==> config.mk <==
export PLATFORM = sky130hd
export DESIGN_NAME = mem_arbiter
export DESIGN_NICKNAME = d
export VERILOG_FILES = /design/src/rtl/mem_arbiter_pkg.sv /design/src/rtl/mem_arb_pick.sv /design/src/rtl/mem_arbiter.sv
export SDC_FILE = /design/constraint.sdc
export NUM_CORES = 1
export LEC_CHECK = 0
export ABC_CLOCK_PERIOD_IN_PS = 1700
export BUFFER_PORTS_ARGS = -buffer_cell sky130_fd_sc_hd__buf_2
export CORE_AREA = 2 2 133 135
export CTS_BUF_LIST = sky130_fd_sc_hd__clkbuf_8 sky130_fd_sc_hd__clkbuf_16
export CTS_CLUSTER_DIAMETER = 50
export DETAILED_ROUTE_END_ITERATION = 10
export DIE_AREA = 0 0 135 137
export GPL_ROUTABILITY_DRIVEN = 0
export PLACE_DENSITY = 0.68
export SYNTH_ARGS = -nofsm -noshare
export SYNTH_HDL_FRONTEND = slang
export SYNTH_SLANG_ARGS = --single-unit
==> constraint.sdc <==
create_clock -name clk -period 1.7 [get_ports clk]
set_input_delay 0.085 -clock clk [delete_from_list [all_inputs] [get_ports clk]]
set_output_delay 0.085 -clock clk [all_outputs]
set_load 0.02 [all_outputs]
==> src/rtl/mem_arbiter_pkg.sv <==
// rtl/mem_arbiter_pkg.sv - shared encodings for the memory arbiter
// Holds the arbiter state encoding, transfer size codes, requester grant
// bit positions and the load-data size mask helper.
package mem_arbiter_pkg;

  typedef enum logic [1:0] {
    ST_IDLE  = 2'd0,
    ST_BUSY  = 2'd1,
    ST_RESP  = 2'd2,
    ST_DRAIN = 2'd3
  } arb_state_t;

  localparam logic [1:0] SIZE_B = 2'd0;
  localparam logic [1:0] SIZE_H = 2'd1;
  localparam logic [1:0] SIZE_W = 2'd2;

  // Bit positions of each requester inside the one-hot grant vector.
  localparam int REQ_IF = 0;
  localparam int REQ_LD = 1;
  localparam int REQ_ST = 2;

  // Zero-extends read data to the transfer size; unknown size codes pass
  // the full word through.
  function automatic logic [31:0] size_mask(input logic [1:0] size,
                                            input logic [31:0] data);
    logic [31:0] res;
    case (size)
      SIZE_B:  res = {24'h0, data[7:0]};
      SIZE_H:  res = {16'h0, data[15:0]};
      default: res = data;
    endcase
    return res;
  endfunction

endpackage

==> src/rtl/mem_arb_pick.sv <==
// rtl/mem_arb_pick.sv - combinational priority picker with starvation override
// Ports:
//   if_req, ld_req, st_req : requester levels
//   flush                  : fetch flush, removes fetch from this pick
//   starve                 : fetch has lost enough arbitrations to win next
//   grant[2:0]             : one-hot winner, bit positions REQ_IF/LD/ST
module mem_arb_pick
  import mem_arbiter_pkg::*;
(
  input  logic       if_req,
  input  logic       ld_req,
  input  logic       st_req,
  input  logic       flush,
  input  logic       starve,
  output logic [2:0] grant
);

  logic if_ok;

  assign if_ok = if_req && !flush;

  always_comb begin
    grant = '0;
    if (if_ok && starve) begin
      grant[REQ_IF] = 1'b1;
    end else if (st_req) begin
      grant[REQ_ST] = 1'b1;
    end else if (ld_req) begin
      grant[REQ_LD] = 1'b1;
    end else if (if_ok) begin
      grant[REQ_IF] = 1'b1;
    end
  end

endmodule

==> src/rtl/mem_arbiter.sv <==
// rtl/mem_arbiter.sv - shares one memory controller between fetch, load and store
// Ports:
//   clk, rst                      : clock, synchronous active-high reset
//   if_req/if_addr/if_flush       : fetch request, address, flush pulse
//   if_done/if_data/if_addr_o     : fetch completion pulse, data, address
//   ld_req/ld_addr/ld_size        : load request
//   ld_done/ld_data               : load completion pulse, zero-extended data
//   st_req/st_addr/st_data/st_size: store request
//   st_done                       : store completion pulse
//   mem_req/mem_we/mem_addr/mem_wdata/mem_size : transaction to the controller
//   mem_done/mem_rdata            : controller completion and read data
// Optional macro MEM_ARB_PERF_EN adds perf_if_cnt, perf_ld_cnt, perf_st_cnt
// (completed transactions) and perf_stall_cnt (cycles with a request pending
// while not IDLE).
module mem_arbiter
  import mem_arbiter_pkg::*;
#(
  parameter int STARVE_LIMIT = 4
) (
  input  logic        clk,
  input  logic        rst,
  input  logic        if_req,
  input  logic [31:0] if_addr,
  input  logic        if_flush,
  output logic        if_done,
  output logic [31:0] if_data,
  output logic [31:0] if_addr_o,
  input  logic        ld_req,
  input  logic [31:0] ld_addr,
  input  logic [1:0]  ld_size,
  output logic        ld_done,
  output logic [31:0] ld_data,
  input  logic        st_req,
  input  logic [31:0] st_addr,
  input  logic [31:0] st_data,
  input  logic [1:0]  st_size,
  output logic        st_done,
  output logic        mem_req,
  output logic        mem_we,
  output logic [31:0] mem_addr,
  output logic [31:0] mem_wdata,
  output logic [1:0]  mem_size,
  input  logic        mem_done,
  input  logic [31:0] mem_rdata
`ifdef MEM_ARB_PERF_EN
  ,
  output logic [31:0] perf_if_cnt,
  output logic [31:0] perf_ld_cnt,
  output logic [31:0] perf_st_cnt,
  output logic [31:0] perf_stall_cnt
`endif
);

  arb_state_t  state;
  arb_state_t  state_d;
  logic [2:0]  grant;
  logic [2:0]  gnt_q;
  logic [3:0]  starve_cnt;
  logic        starve;
  logic        fetch_flushed;
  logic        do_grant;
  logic        do_respond;
  logic        do_release;
  logic [31:0] gnt_addr;
  logic [31:0] gnt_wdata;
  logic [1:0]  gnt_size;

  assign starve = (starve_cnt >= 4'(STARVE_LIMIT));

  // Only a held fetch grant reacts to flush; loads and stores run to completion.
  assign fetch_flushed = gnt_q[REQ_IF] && if_flush;

  mem_arb_pick u_pick (
    .if_req (if_req),
    .ld_req (ld_req),
    .st_req (st_req),
    .flush  (if_flush),
    .starve (starve),
    .grant  (grant)
  );

  always_comb begin
    gnt_addr  = if_addr;
    gnt_wdata = '0;
    gnt_size  = SIZE_W;
    if (grant[REQ_ST]) begin
      gnt_addr  = st_addr;
      gnt_wdata = st_data;
      gnt_size  = st_size;
    end else if (grant[REQ_LD]) begin
      gnt_addr  = ld_addr;
      gnt_size  = ld_size;
    end
  end

  always_ff @(posedge clk) begin
    if (rst) begin
      state <= ST_IDLE;
    end else begin
      state <= state_d;
    end
  end

  always_comb begin
    state_d    = state;
    do_grant   = 1'b0;
    do_respond = 1'b0;
    do_release = 1'b0;
    unique case (state)
      ST_IDLE: begin
        if (|grant) begin
          do_grant = 1'b1;
          state_d  = ST_BUSY;
        end
      end
      ST_BUSY: begin
        if (mem_done) begin
          do_release = 1'b1;
          // A flush landing on the completion cycle drops the result and
          // skips the turnaround, since no requester needs to drop req.
          if (fetch_flushed) begin
            state_d = ST_IDLE;
          end else begin
            do_respond = 1'b1;
            state_d    = ST_RESP;
          end
        end else if (fetch_flushed) begin
          state_d = ST_DRAIN;
        end
      end
      ST_RESP: begin
        state_d = ST_IDLE;
      end
      ST_DRAIN: begin
        if (mem_done) begin
          do_release = 1'b1;
          state_d    = ST_IDLE;
        end
      end
      default: begin
        state_d = ST_IDLE;
      end
    endcase
  end

  always_ff @(posedge clk) begin
    if (rst) begin
      gnt_q     <= '0;
      mem_req   <= 1'b0;
      mem_we    <= 1'b0;
      mem_addr  <= '0;
      mem_wdata <= '0;
      mem_size  <= '0;
      if_done   <= 1'b0;
      if_data   <= '0;
      if_addr_o <= '0;
      ld_done   <= 1'b0;
      ld_data   <= '0;
      st_done   <= 1'b0;
    end else begin
      if_done <= 1'b0;
      ld_done <= 1'b0;
      st_done <= 1'b0;
      if (do_grant) begin
        gnt_q     <= grant;
        mem_req   <= 1'b1;
        mem_we    <= grant[REQ_ST];
        mem_addr  <= gnt_addr;
        mem_wdata <= gnt_wdata;
        mem_size  <= gnt_size;
      end
      if (do_release) begin
        mem_req <= 1'b0;
      end
      if (do_respond) begin
        if (gnt_q[REQ_IF]) begin
          if_done   <= 1'b1;
          if_data   <= mem_rdata;
          if_addr_o <= mem_addr;
        end
        if (gnt_q[REQ_LD]) begin
          ld_done <= 1'b1;
          ld_data <= size_mask(mem_size, mem_rdata);
        end
        if (gnt_q[REQ_ST]) begin
          st_done <= 1'b1;
        end
      end
    end
  end

  // Counts load/store wins taken while fetch was waiting.
  always_ff @(posedge clk) begin
    if (rst) begin
      starve_cnt <= '0;
    end else if (if_flush) begin
      starve_cnt <= '0;
    end else if (do_grant && grant[REQ_IF]) begin
      starve_cnt <= '0;
    end else if (do_grant && if_req && (grant[REQ_LD] || grant[REQ_ST])
                 && (starve_cnt != 4'hF)) begin
      starve_cnt <= starve_cnt + 4'd1;
    end
  end

`ifdef MEM_ARB_PERF_EN
  always_ff @(posedge clk) begin
    if (rst) begin
      perf_if_cnt    <= '0;
      perf_ld_cnt    <= '0;
      perf_st_cnt    <= '0;
      perf_stall_cnt <= '0;
    end else begin
      if (do_respond && gnt_q[REQ_IF]) perf_if_cnt <= perf_if_cnt + 32'd1;
      if (do_respond && gnt_q[REQ_LD]) perf_ld_cnt <= perf_ld_cnt + 32'd1;
      if (do_respond && gnt_q[REQ_ST]) perf_st_cnt <= perf_st_cnt + 32'd1;
      if ((if_req || ld_req || st_req) && (state != ST_IDLE)) begin
        perf_stall_cnt <= perf_stall_cnt + 32'd1;
      end
    end
  end
`endif

endmodule

Word-level counts from Yosys, hierarchy flattened. Cells that the tools add are included.

$lt $le $gt $ge: 1. Multiplexer cells: 29. Equal/unequal tests: 8. Bitwise logic cells: 1. Add/subtract/negate cells: 1. Reduce and logical (&&, ||, !) cells: 19.

Operators with widths (number): $mux 32 (3); $pmux 32 s2 (1); $mux 2 (9); $mux 1 (15); $pmux 2 s4 (1); $logic_and 1x1->1 (7); $reduce_or 2->1 (3); $reduce_or 3->1 (2); $add 4x1->4 const B (1); $eq 2x1->1 const B (2); $eq 2x2->1 const B (2); $ge 4x3->1 const B (1); $logic_not 2->1 (2); $ne 2x2->1 const B (2); $ne 4x4->1 const B (1); $reduce_and 2->1 (2); $ne 3x3->1 const B (1); $reduce_and 3->1 (1); $logic_not 1->1 (1); $logic_or 1x1->1 (1); $not 1->1 (1).

Logic and storage cells: 73. Output and inout bits: 167. Register bits after elaboration: 176. Input port bits: 171.

Logic depth before layout (Yosys ltp). Gate-level depths: netlist of the first run.

Depth after elaboration: 12. Mapped depth: 7. Gate-level depth less buffers: 5.

Modules after synthesis. Synthesis of the first run repeated with hierarchy kept, for this count alone.

Cells, all modules: 840. Area total of the unflattened synthesis: 6827.8 µm².

Modules (own cells, without submodules): mem_arbiter (seq. area each 3503.4 µm², cells an instance 835, area an instance 6782.8 µm², instances 1); mem_arb_pick (seq. area each 0.0 µm², cells an instance 5, area an instance 45.0 µm², instances 1).

Least setup slack after synthesis of the first run. No wires, ideal clock.

Path type: register to register. From: register state[0]. To: register ld_data[10]. Stages on the path, launching flop included: 6. Library setup time: 0.060 ns. Slack: 0.217 ns. Clock period less this slack: 1.483 ns. Path buffers: 1. Data required time: 1.640 ns. Data arrival time: 1.423 ns. Cell sequence: dfxtp_1 and3b_1 nand3_1 buf_2 nor3_2 a22o_1.

Longest elaborated chain between the ends: 3.

RTL lines: start, declared (line mem_arbiter.sv:54) `arb_state_t state;`; start signal, assigned (line mem_arbiter.sv:100) `state <= state_d;`; $eq 2x1->1 (line mem_arbiter.sv:109) `unique case (state)`; $mux 1 (line mem_arbiter.sv:109); $reduce_and 2->1 (no source line); end signal, assigned (line mem_arbiter.sv:183) `ld_data <= size_mask(mem_size, mem_rdata);`; end, declared (line mem_arbiter.sv:32) `output logic [31:0] ld_data,`.

No other way between the ends. A chain may end at the register's enable or synchronous reset.

Worst setup path in the final report of the first run.
From: register starve_cnt[2]. To: register mem_addr[0].

Longest elaborated chain between the ends: 6. Elaborated cells on any way between the ends: 9. Those cells by class: order compare: 1; mux: 6; reduce/logical: 2.

RTL lines: start, declared (line mem_arbiter.sv:58) `logic [3:0] starve_cnt;`; start signal, assigned (line mem_arbiter.sv:202) `starve_cnt <= starve_cnt + 4'd1;`; $ge 4x3->1 (*) (line mem_arbiter.sv:68) `assign starve = (starve_cnt >= 4'(STARVE_LIMIT));`; $logic_and 1x1->1 (*) (line mem_arb_pick.sv:24) `if (if_ok && starve) begin`; $mux 1 / $mux 2 (equally long branches) (line mem_arb_pick.sv:24); $reduce_or 3->1 (line mem_arbiter.sv:111) `if (|grant) begin`; $mux 1 (line mem_arbiter.sv:111); $mux 1 (line mem_arbiter.sv:109); end signal, assigned (line mem_arbiter.sv:168) `mem_addr <= gnt_addr;`; end, declared (line mem_arbiter.sv:40) `output logic [31:0] mem_addr,`.

Every way passes the cells marked *; elsewhere a longest branch is shown, timed or not.

==> impl_metrics.toml, run 1 <==
[synth]
yosysWarnings = 0
yosys.area.top_type = "dfxtp_1"
synth-main-ff-cell = "dfxtp_1"
netlist_instances = 654
avgSynthCellArea_um2 = 9.67
synth_area_leaders = "dfxtp_1 (55%), nand2_1 (7.8%), a22o_1 (7.8%)"
ys_types = 40
ys_seq_elements = 175
async_flop_share = 0
yosysSeqAreaShare = 0.554
synth-edff-count = 0
synth_top_area_share = 0.554
synth_nets = 826
netlist_area_um2 = 6320

[timing]
slew_headroom = 0.656
fin_crit_sh = 0.922
rsz0062_at_grt = "false"
setup_tns_ps = 0
setup_viol = 0
finClkSkew_ps = 15.2
worst_slew_pin_slew_ps = 515
final_max_slew_viol_count = 0
period_needed_ps = 1570
finalHoldViolations = 0
fmax_mhz = 638

[grt]
antenna_found_initial = 3
grt_pass1_vias = 6742
grt_max_degree = 65
track_usage = 0.228
grt_pass1_wl_mm = 33.4
grt_overflow = 0

[setup_path]
crit_buf_inv = 1
cp_max_fo = 32
critical_path_class = "register to register"
crit_path_start_kind = "register"
path_delay_family = "simple AND/OR/NAND/NOR gates"
r2r-end = "mem_addr[0]$_SDFFE_PP0N_"
r2r_slack_ps = 130
crit_required_ps = 2050
max_stage_delay_ps = 510
r2r_cells = 5
timing.critical_path.from = "starve_cnt[2]$_SDFFE_PP0P_"
crit_chain = "nor2_1 -> buf_4 -> o21a_1 -> or3_4 -> o21ai_0"
worst-path-stages = 5
arrival_ps = 1910
crit_end = "mem_addr[0]$_SDFFE_PP0N_"
r2r-start = "starve_cnt[2]$_SDFFE_PP0P_"
cp_slowest_cell = "or3_4"
cp-end-kind = "register"

[die]
initial_core_util = 0.371
pin_count = 338
die_w_um = 135
fp.dieH_um = 137
dieArea_um2 = 18500
core_um2 = 17100
rows = 48

[hold_path]
hold_path.class = "input pin to register"

[clocking]
htreeDepth = 4
cts_buffer_depth = 2
cts.sink_count = 175
clk_pin_slew_worst_paths_ps = 70
cts_tree = "yes"
ctsResizeCount = 0
postCtsHoldBufs = 162
post-cts-setup-buffers = 0
root_buffer = "clkbuf_16"
clock_latency_ps = 420
cts_made_buffers = 17

[routing]
routed_wl_mm = 22.2
num_vias = 6865
firstDrtPassIters = 5
first_iter_violations = 268
drc = 0
via_per_inst = 4.97
wire_per_inst_um = 16.1
antenna_left = 0

[pwr]
finalPower_mw = 9.84
leakagePower_nw = 4.99
peakVddDrop_mv = 0.652
p_per_area_nw_per_um2 = 932

[finish]
syn_to_final_growth_pct = 67.0
fin_nets = 1314
final_common_cell = "buf_2"
drive_above_1_share = 0.345
final_cell_mix = "buf_2 (336), dfxtp_1 (175), dlygate4sd3_1 (162)"

[place]
hpwlAfterDp_mm = 13.9
portBuffers = 337

[run]
drv_cap = 0

[status]
outcome = "finished clean"
-- registers in the layout (all words and copies together), names as in the netlist --
register and flops:
if_addr_o 32, if_data 32, ld_data 32, mem_addr 32, mem_wdata 32, starve_cnt 4, gnt_q 2, mem_size 2
state 2, if_done 1, ld_done 1, mem_req 1, mem_we 1, st_done 1
-- where the power goes --
group / switching, mW / internal (mW)
Combinational: 0.775 / 0.723
Sequential: 0.130 / 4.28
Clock: 1.70 / 2.23
-- stage by stage --
stage	area [um^2]	util	cells	setup slack (ps)	hold WS [ps]
2_1_floorplan	6320	-	654	217	184
3_3_place_gp	8340	0.489	1186	154	296
3_5_place_dp	8340	0.489	1186	109	304
4_1_cts	10600	0.619	1380	121	35.9
5_1_grt	10600	0.619	1381	16.8	59.8
6_report	10600	0.619	1382	133	66.4
-- worst min-delay path: stages --
cell and delay (ps):
buf_2 90, inv_1 50, o2bb2a_1 140, a21oi_1 60
-- layer usage --
metal  track usage  wire, um
met1         0.259      8480
met3        0.0689      1990
met2         0.399     11000
met4        0.0990       747
met5             0        13
-- cells in the mapped netlist (all sizes together), types with 3 or more instances --
library cell and number:
dfxtp 175, nand2 132, a21oi 70, a22o 56, mux2i 41, o21ai 36, a32oi 32, clkbuf 27
buf 24, nor2 24, a31oi 3, inv 3, o21a 3
-- how the worst min path moves through the flow --
stage / depth (start not counted) / from / to / slack (ps)
finish: 4 / ld_size[0] / mem_size[0]$_SDFFE_PP0N_ / 70
global route: 4 / ld_size[0] / mem_size[0]$_SDFFE_PP0N_ / 60
CTS: 4 / ld_size[0] / mem_size[0]$_SDFFE_PP0N_ / 40
detailed placement: 3 / st_addr[22] / mem_addr[22]$_SDFFE_PP0N_ / 300
global placement: 3 / st_addr[22] / mem_addr[22]$_SDFFE_PP0N_ / 300
floorplan: 1 / mem_done / mem_req$_SDFFE_PP0N_ / 180
-- kinds of logic after synthesis --
kind of cell / Yosys count / synth area share
fa+ha+maj: 1 / 0.00198
buf+inv: 54 / 0.0390
xor+xnor: 2 / 0.00277
simple gates: 173 / 0.113
compound gates: 208 / 0.225
mux: 41 / 0.0649
flops: 175 / 0.554
-- layout make-up --
cell class                      instances  area (um^2)
Sequential cell                       175         3500
Fill cell                            1427         6500
Timing Repair Buffer                  520         3570
Clock inverter                         14          156
Tap cell                              225          282
Clock buffer                           18          439
Inverter                                3         11.3
Multi-Input combinational cell        425         2590
Antenna cell                            2         5.00
(Power assumes the default switching activity.)
==> inputs of run 2 (changes only) <==
REMOVE_ABC_BUFFERS = 1   (was not set)
==> run 2 against run 1 <==
Compared with the run above:
- critical path depth decreased by 1
- utilization fell by 0.12 points
- via count increased by 4.9%
- register-to-register slack got worse by 70 ps
- clock skew is 1.5 ps higher
==> impl_metrics.toml, run 2 (synthesized netlist as in run 1, its figures left out) <==
[setup_path]
crit_path_start_kind = "register"
r2r-start = "starve_cnt[2]$_SDFFE_PP0P_"
critical_path_class = "register to register"
cp_max_fo = 32
r2r_cells = 4
crit_required_ps = 2010
cp-end-kind = "register"
r2r-end = "mem_addr[0]$_SDFFE_PP0N_"
arrival_ps = 1950
r2r_slack_ps = 60

[grt]
grt_overflow = 0
track_usage = 0.264
top_usage_layer = "met2"
grtUsageMet1 = 0.290
grt_pass1_vias = 7123
grt_pass1_wl_mm = 37.7
grt.met3_usage = 0.0704
grtUsageMet2 = 0.458
antenna_found_initial = 0
grt_max_degree = 53

[place]
portBuffers = 337
pre_cts_ws_ps = 55.3
hpwlAfterDp_mm = 15.7

[die]
core_um2 = 17100
dieArea_um2 = 18500
rows = 48
die_w_um = 135
pin_count = 338
fp.dieH_um = 137
initial_core_util = 0.371

[timing]
postLayoutSetupSlackWorst_ps = 64.0
fin_crit_sh = 0.962
finClkSkew_ps = 16.7
period_needed_ps = 1640
rsz0062_at_grt = "false"
finalHoldViolations = 0
slew_headroom = 0.660
final_max_slew_viol_count = 0
worst_slew_pin_slew_ps = 510
setup_viol = 0
fmax_mhz = 611

[finish]
syn_to_final_growth_pct = 66.6
final_common_cell = "buf_2"
multi_input_area_um2 = 2590
final_cell_mix = "buf_2 (336), dfxtp_1 (175), dlygate4sd3_1 (161)"
n_antenna_cell = 0
fin_nets = 1314
drive_above_1_share = 0.347
seqCellArea_um2 = 3500
fillers = 1422

[pwr]
leakagePower_nw = 4.99
finalPower_mw = 9.92
p_per_area_nw_per_um2 = 941
peakVddDrop_mv = 0.730

[routing]
firstDrtPassIters = 5
first_iter_violations = 429
drc = 0
antenna_left = 0
routed_wl_mm = 25.5
via_per_inst = 5.22
wire_per_inst_um = 18.5
num_vias = 7199

[clocking]
clock_latency_ps = 420
htreeDepth = 4
post-cts-setup-buffers = 0
clk_pin_slew_worst_paths_ps = 60
cts_buffer_depth = 2
root_buffer = "clkbuf_16"
cts.sink_count = 175
cts_tree = "yes"
cts_made_buffers = 17

[hold_path]
hold_path.class = "input pin to register"
hold_start = "ld_size[0]"
min_path_cells = 4
holdPathEnd = "mem_size[0]$_SDFFE_PP0N_"

[status]
outcome = "finished clean"

[run]
drv_cap = 0
==> run 2: changes by cell type in the layout (fill, tap and decap cells not counted) <==
cell	delta
buf_12	-1
buf_4	+2
clkinv_4	-1
clkinvlp_4	-1
diode_2	-2
dlygate4sd3_1	-1
inv_6	+4
inv_8	-2
nor2_1	-1
nor2_2	+1
==> run 2: where the power goes <==
group | switching [mW] | internal (mW)
clock | 1.69 | 2.23
combinational | 0.836 | 0.729
sequential | 0.148 | 4.28
total | 2.68 | 7.24
==> run 2: area by class of cell <==
cell class | count | share of cell area
Timing Repair Buffer | 520 | 0.337
Sequential cell | 175 | 0.333
Multi-Input combinational cell | 425 | 0.246
Clock buffer | 18 | 0.0417
Tap cell | 225 | 0.0267
Clock inverter | 14 | 0.0145
Inverter | 3 | 0.00107
==> run 2: worst max-delay path, cell delays in order, from the launching register on <==
cell and delay, ps:
dfxtp_1 370, nor2_2 100, o21a_1 210, or3_4 530, o21ai_0 320
==> run 2: how the worst max path moves through the flow <==
stage / startpoint / slack (ps) / to
after global placement: if_flush / 100 / mem_addr[0]$_SDFFE_PP0N_
after global routing: state[0]$_SDFFE_PP0P_ / 2 / ld_data[21]$_SDFFE_PP0P_
after CTS: starve_cnt[3]$_SDFFE_PP0P_ / 50 / mem_addr[31]$_SDFFE_PP0N_
after floorplan: starve_cnt[2]$_SDFFE_PP0P_ / -500 / mem_size[0]$_SDFFE_PP0N_
after detailed placement: if_flush / 60 / mem_addr[0]$_SDFFE_PP0N_
final: starve_cnt[2]$_SDFFE_PP0P_ / 60 / mem_addr[0]$_SDFFE_PP0N_
==> run 2: layer usage <==
layer,part of all wire,wire length [um],vias up
li1,-,-,3318
met3,0.095,2430,102
met4,0.050,1280,0
met5,0,0,-
met1,0.37,9340,3284
met2,0.49,12500,495
==> run 2: repair_timing <==
action                     4_1_cts  5_1_grt
resized for setup                0        1
hold endpoints to repair       130        0
hold buffers                   161        0
setup endpoints to repair        0       32
==> run 2: through the flow <==
step | instance area (um^2) | hold slack (ps) | cells | util | TNS, ps
after floorplan | 6090 | 154 | 603 | - | -66500
after global placement | 8330 | 294 | 1187 | 0.488 | 0
after detailed placement | 8330 | 302 | 1187 | 0.488 | 0
after CTS | 10500 | 34.9 | 1380 | 0.618 | 0
after global routing | 10500 | 50.1 | 1380 | 0.618 | 0
final | 10500 | 53.5 | 1380 | 0.618 | 0
==> inputs of run 3 (changes only) <==
ABC_CLOCK_PERIOD_IN_PS = 1800   (was 1700)
CORE_AREA = 5 5 129 131   (was 2 2 133 135)
DIE_AREA = 0 0 134 136   (was 0 0 135 137)
GPL_TIMING_DRIVEN = 0   (was not set)
PLACE_DENSITY = 0.75   (was 0.68)
clock period = 1.8 ns   (was 1.7 ns; I/O delays follow)
==> run 3 against run 2 <==
Compared with the run above:
- via count rose by 4.6%
- power decreased by 5.0%
- first-iteration DRC count grew 0.47%
- worst setup slack got worse by 46 ps
- register-to-register slack worse by 50 ps
- non-clock buffer count shrank 2
- utilization rose by 6.6 points
- hold slack got worse by 11 ps
- die area down 1.5%
- wire length rose by 11%
- sequential power is 5.6% lower
- combinational power about the same
- largest cell class unchanged
- highest routed layer unchanged
==> impl_metrics.toml, run 3 (synthesized netlist as in run 1, its figures left out) <==
[status]
outcome = "finished clean"

[die]
dieArea_um2 = 18200
pin_count = 338
fp.dieH_um = 136
rows = 46
core_um2 = 15500
initial_core_util = 0.408
die_w_um = 134

[hold_path]
hold_start = "ld_size[0]"
holdPathEnd = "mem_size[0]$_SDFFE_PP0N_"
hold_path.class = "input pin to register"
min_path_cells = 4

[setup_path]
r2r-end = "mem_addr[12]$_SDFFE_PP0N_"
cp_max_fo = 39
r2r_slack_ps = 20
arrival_ps = 2130
max_stage_delay_ps = 560
cp_slowest_cell = "or3_4"
critical_path_class = "register to register"
r2r-start = "state[1]$_SDFFE_PP0P_"
crit_chain = "a211o_4 -> or3_4 -> o21ai_1"
cp-end-kind = "register"
crit_required_ps = 2150
crit_path_start_kind = "register"
r2r_cells = 3
path_delay_family = "compound AO/OA/AOI/OAI gates"
crit_buf_inv = 0

[timing]
finalHoldViolations = 0
finClkSkew_ps = 14.0
final_max_slew_viol_count = 0
slew_headroom = 0.437
setup_viol = 0
fin_crit_sh = 0.990
rsz0062_at_grt = "true"
worst_slew_pin_slew_ps = 843
fmax_mhz = 561
hold_slack_ps = 42.5
period_needed_ps = 1780
postLayoutSetupSlackWorst_ps = 17.9

[clocking]
clock_latency_ps = 430
clk_pin_slew_worst_paths_ps = 70
cts_buffer_depth = 2
root_buffer = "clkbuf_16"
cts.sink_count = 175
htreeDepth = 4
cts_tree = "yes"
cts_made_buffers = 17

[grt]
antenna_found_initial = 5
grtUsageMet1 = 0.317
grt_overflow = 0
top_usage_layer = "met2"
grt_pass1_wl_mm = 42.0
track_usage = 0.296
grtUsageMet2 = 0.511
grt_pass1_vias = 7822
grt_max_degree = 63
grt.met3_usage = 0.0959

[finish]
final_cell_mix = "buf_2 (336), dfxtp_1 (175), dlygate4sd3_1 (161)"
drive_above_1_share = 0.350
fin_nets = 1314
final_common_cell = "buf_2"
syn_to_final_growth_pct = 67.5
final_util = 0.684

[routing]
drc = 0
firstDrtPassIters = 5
wire_per_inst_um = 20.8
first_iter_violations = 431
routed_wl_mm = 28.2
via_per_inst = 5.56
num_vias = 7530
antenna_left = 0

[pwr]
finalPower_mw = 9.42
leakagePower_nw = 5.01
peakVddDrop_mv = 0.621
p_per_area_nw_per_um2 = 890

[place]
pre_cts_ws_ps = -901
hpwlAfterDp_mm = 15.9
portBuffers = 337

[run]
drv_cap = 0
==> run 3: changes by cell type in the layout (fill, tap and decap cells not counted), moves of 3 or more <==
| cell | before | now |
|---|---|---|
| diode_2 | 0 | 8 |
| buf_4 | 16 | 11 |
| buf_12 | 7 | 4 |
| buf_8 | 0 | 3 |
| inv_6 | 7 | 4 |
==> run 3: cell type report <==
class	instances	area [um^2]
fillers	1086	4890
clock inverters	15	160
flip-flops and latches	175	3500
clock buffers	17	425
repair buffers	518	3570
diodes	8	20.0
multi-input cells	427	2670
well taps	192	240
inverters	3	11.3
==> run 3: metrics by stage <==
stage / setup TNS, ps / instance area [um^2] / instances
finish: 0 / 10600 / 1355
global route: -62.9 / 10600 / 1353
CTS: -6740 / 10500 / 1339
detailed placement: -44430 / 8210 / 1141
global placement: -290320 / 8020 / 1132
floorplan: -51000 / 6090 / 603
==> run 3: worst max path at each step <==
stage	start	end	slack, ps	depth (start not counted)
global route	state[0]$_SDFFE_PP0P_	mem_wdata[28]$_SDFFE_PP0N_	-20	5
global placement	rst	mem_addr[31]$_SDFFE_PP0N_	-2420	5
finish	state[1]$_SDFFE_PP0P_	mem_addr[12]$_SDFFE_PP0N_	20	3
floorplan	starve_cnt[2]$_SDFFE_PP0P_	mem_size[0]$_SDFFE_PP0N_	-400	4
CTS	state[0]$_SDFFE_PP0P_	ld_data[14]$_SDFFE_PP0P_	-110	4
detailed placement	state[0]$_SDFFE_PP0P_	ld_data[25]$_SDFFE_PP0P_	-900	4
==> run 3: what timing repair did <==
item,CTS,global route
pin swaps,3,4
hold endpoints to repair,130,0
gates cloned,2,0
hold buffers,161,0
buffers inserted,3,8
endpoints found under the setup margin,115,128
resized for setup,7,5
==> run 3: worst reg2reg max path, cell delays in order (launching register included) <==
cell and delay, ps:
dfxtp_1 350, a211o_4 540, or3_4 560, o21ai_1 250
==> run 3: metal layers <==
layer,vias to the layer above,share of wire
li1,3342,-
met1,3519,0.35
met2,547,0.49
met3,122,0.11
met4,0,0.051
met5,-,0
==> run 3: report_power, final <==
part           total (mW)  switching, mW  leakage (nW)  internal (mW)
clock                3.71           1.64         0.289           2.07
combinational        1.53          0.835          3.30          0.699
sequential           4.18          0.138          1.42           4.04
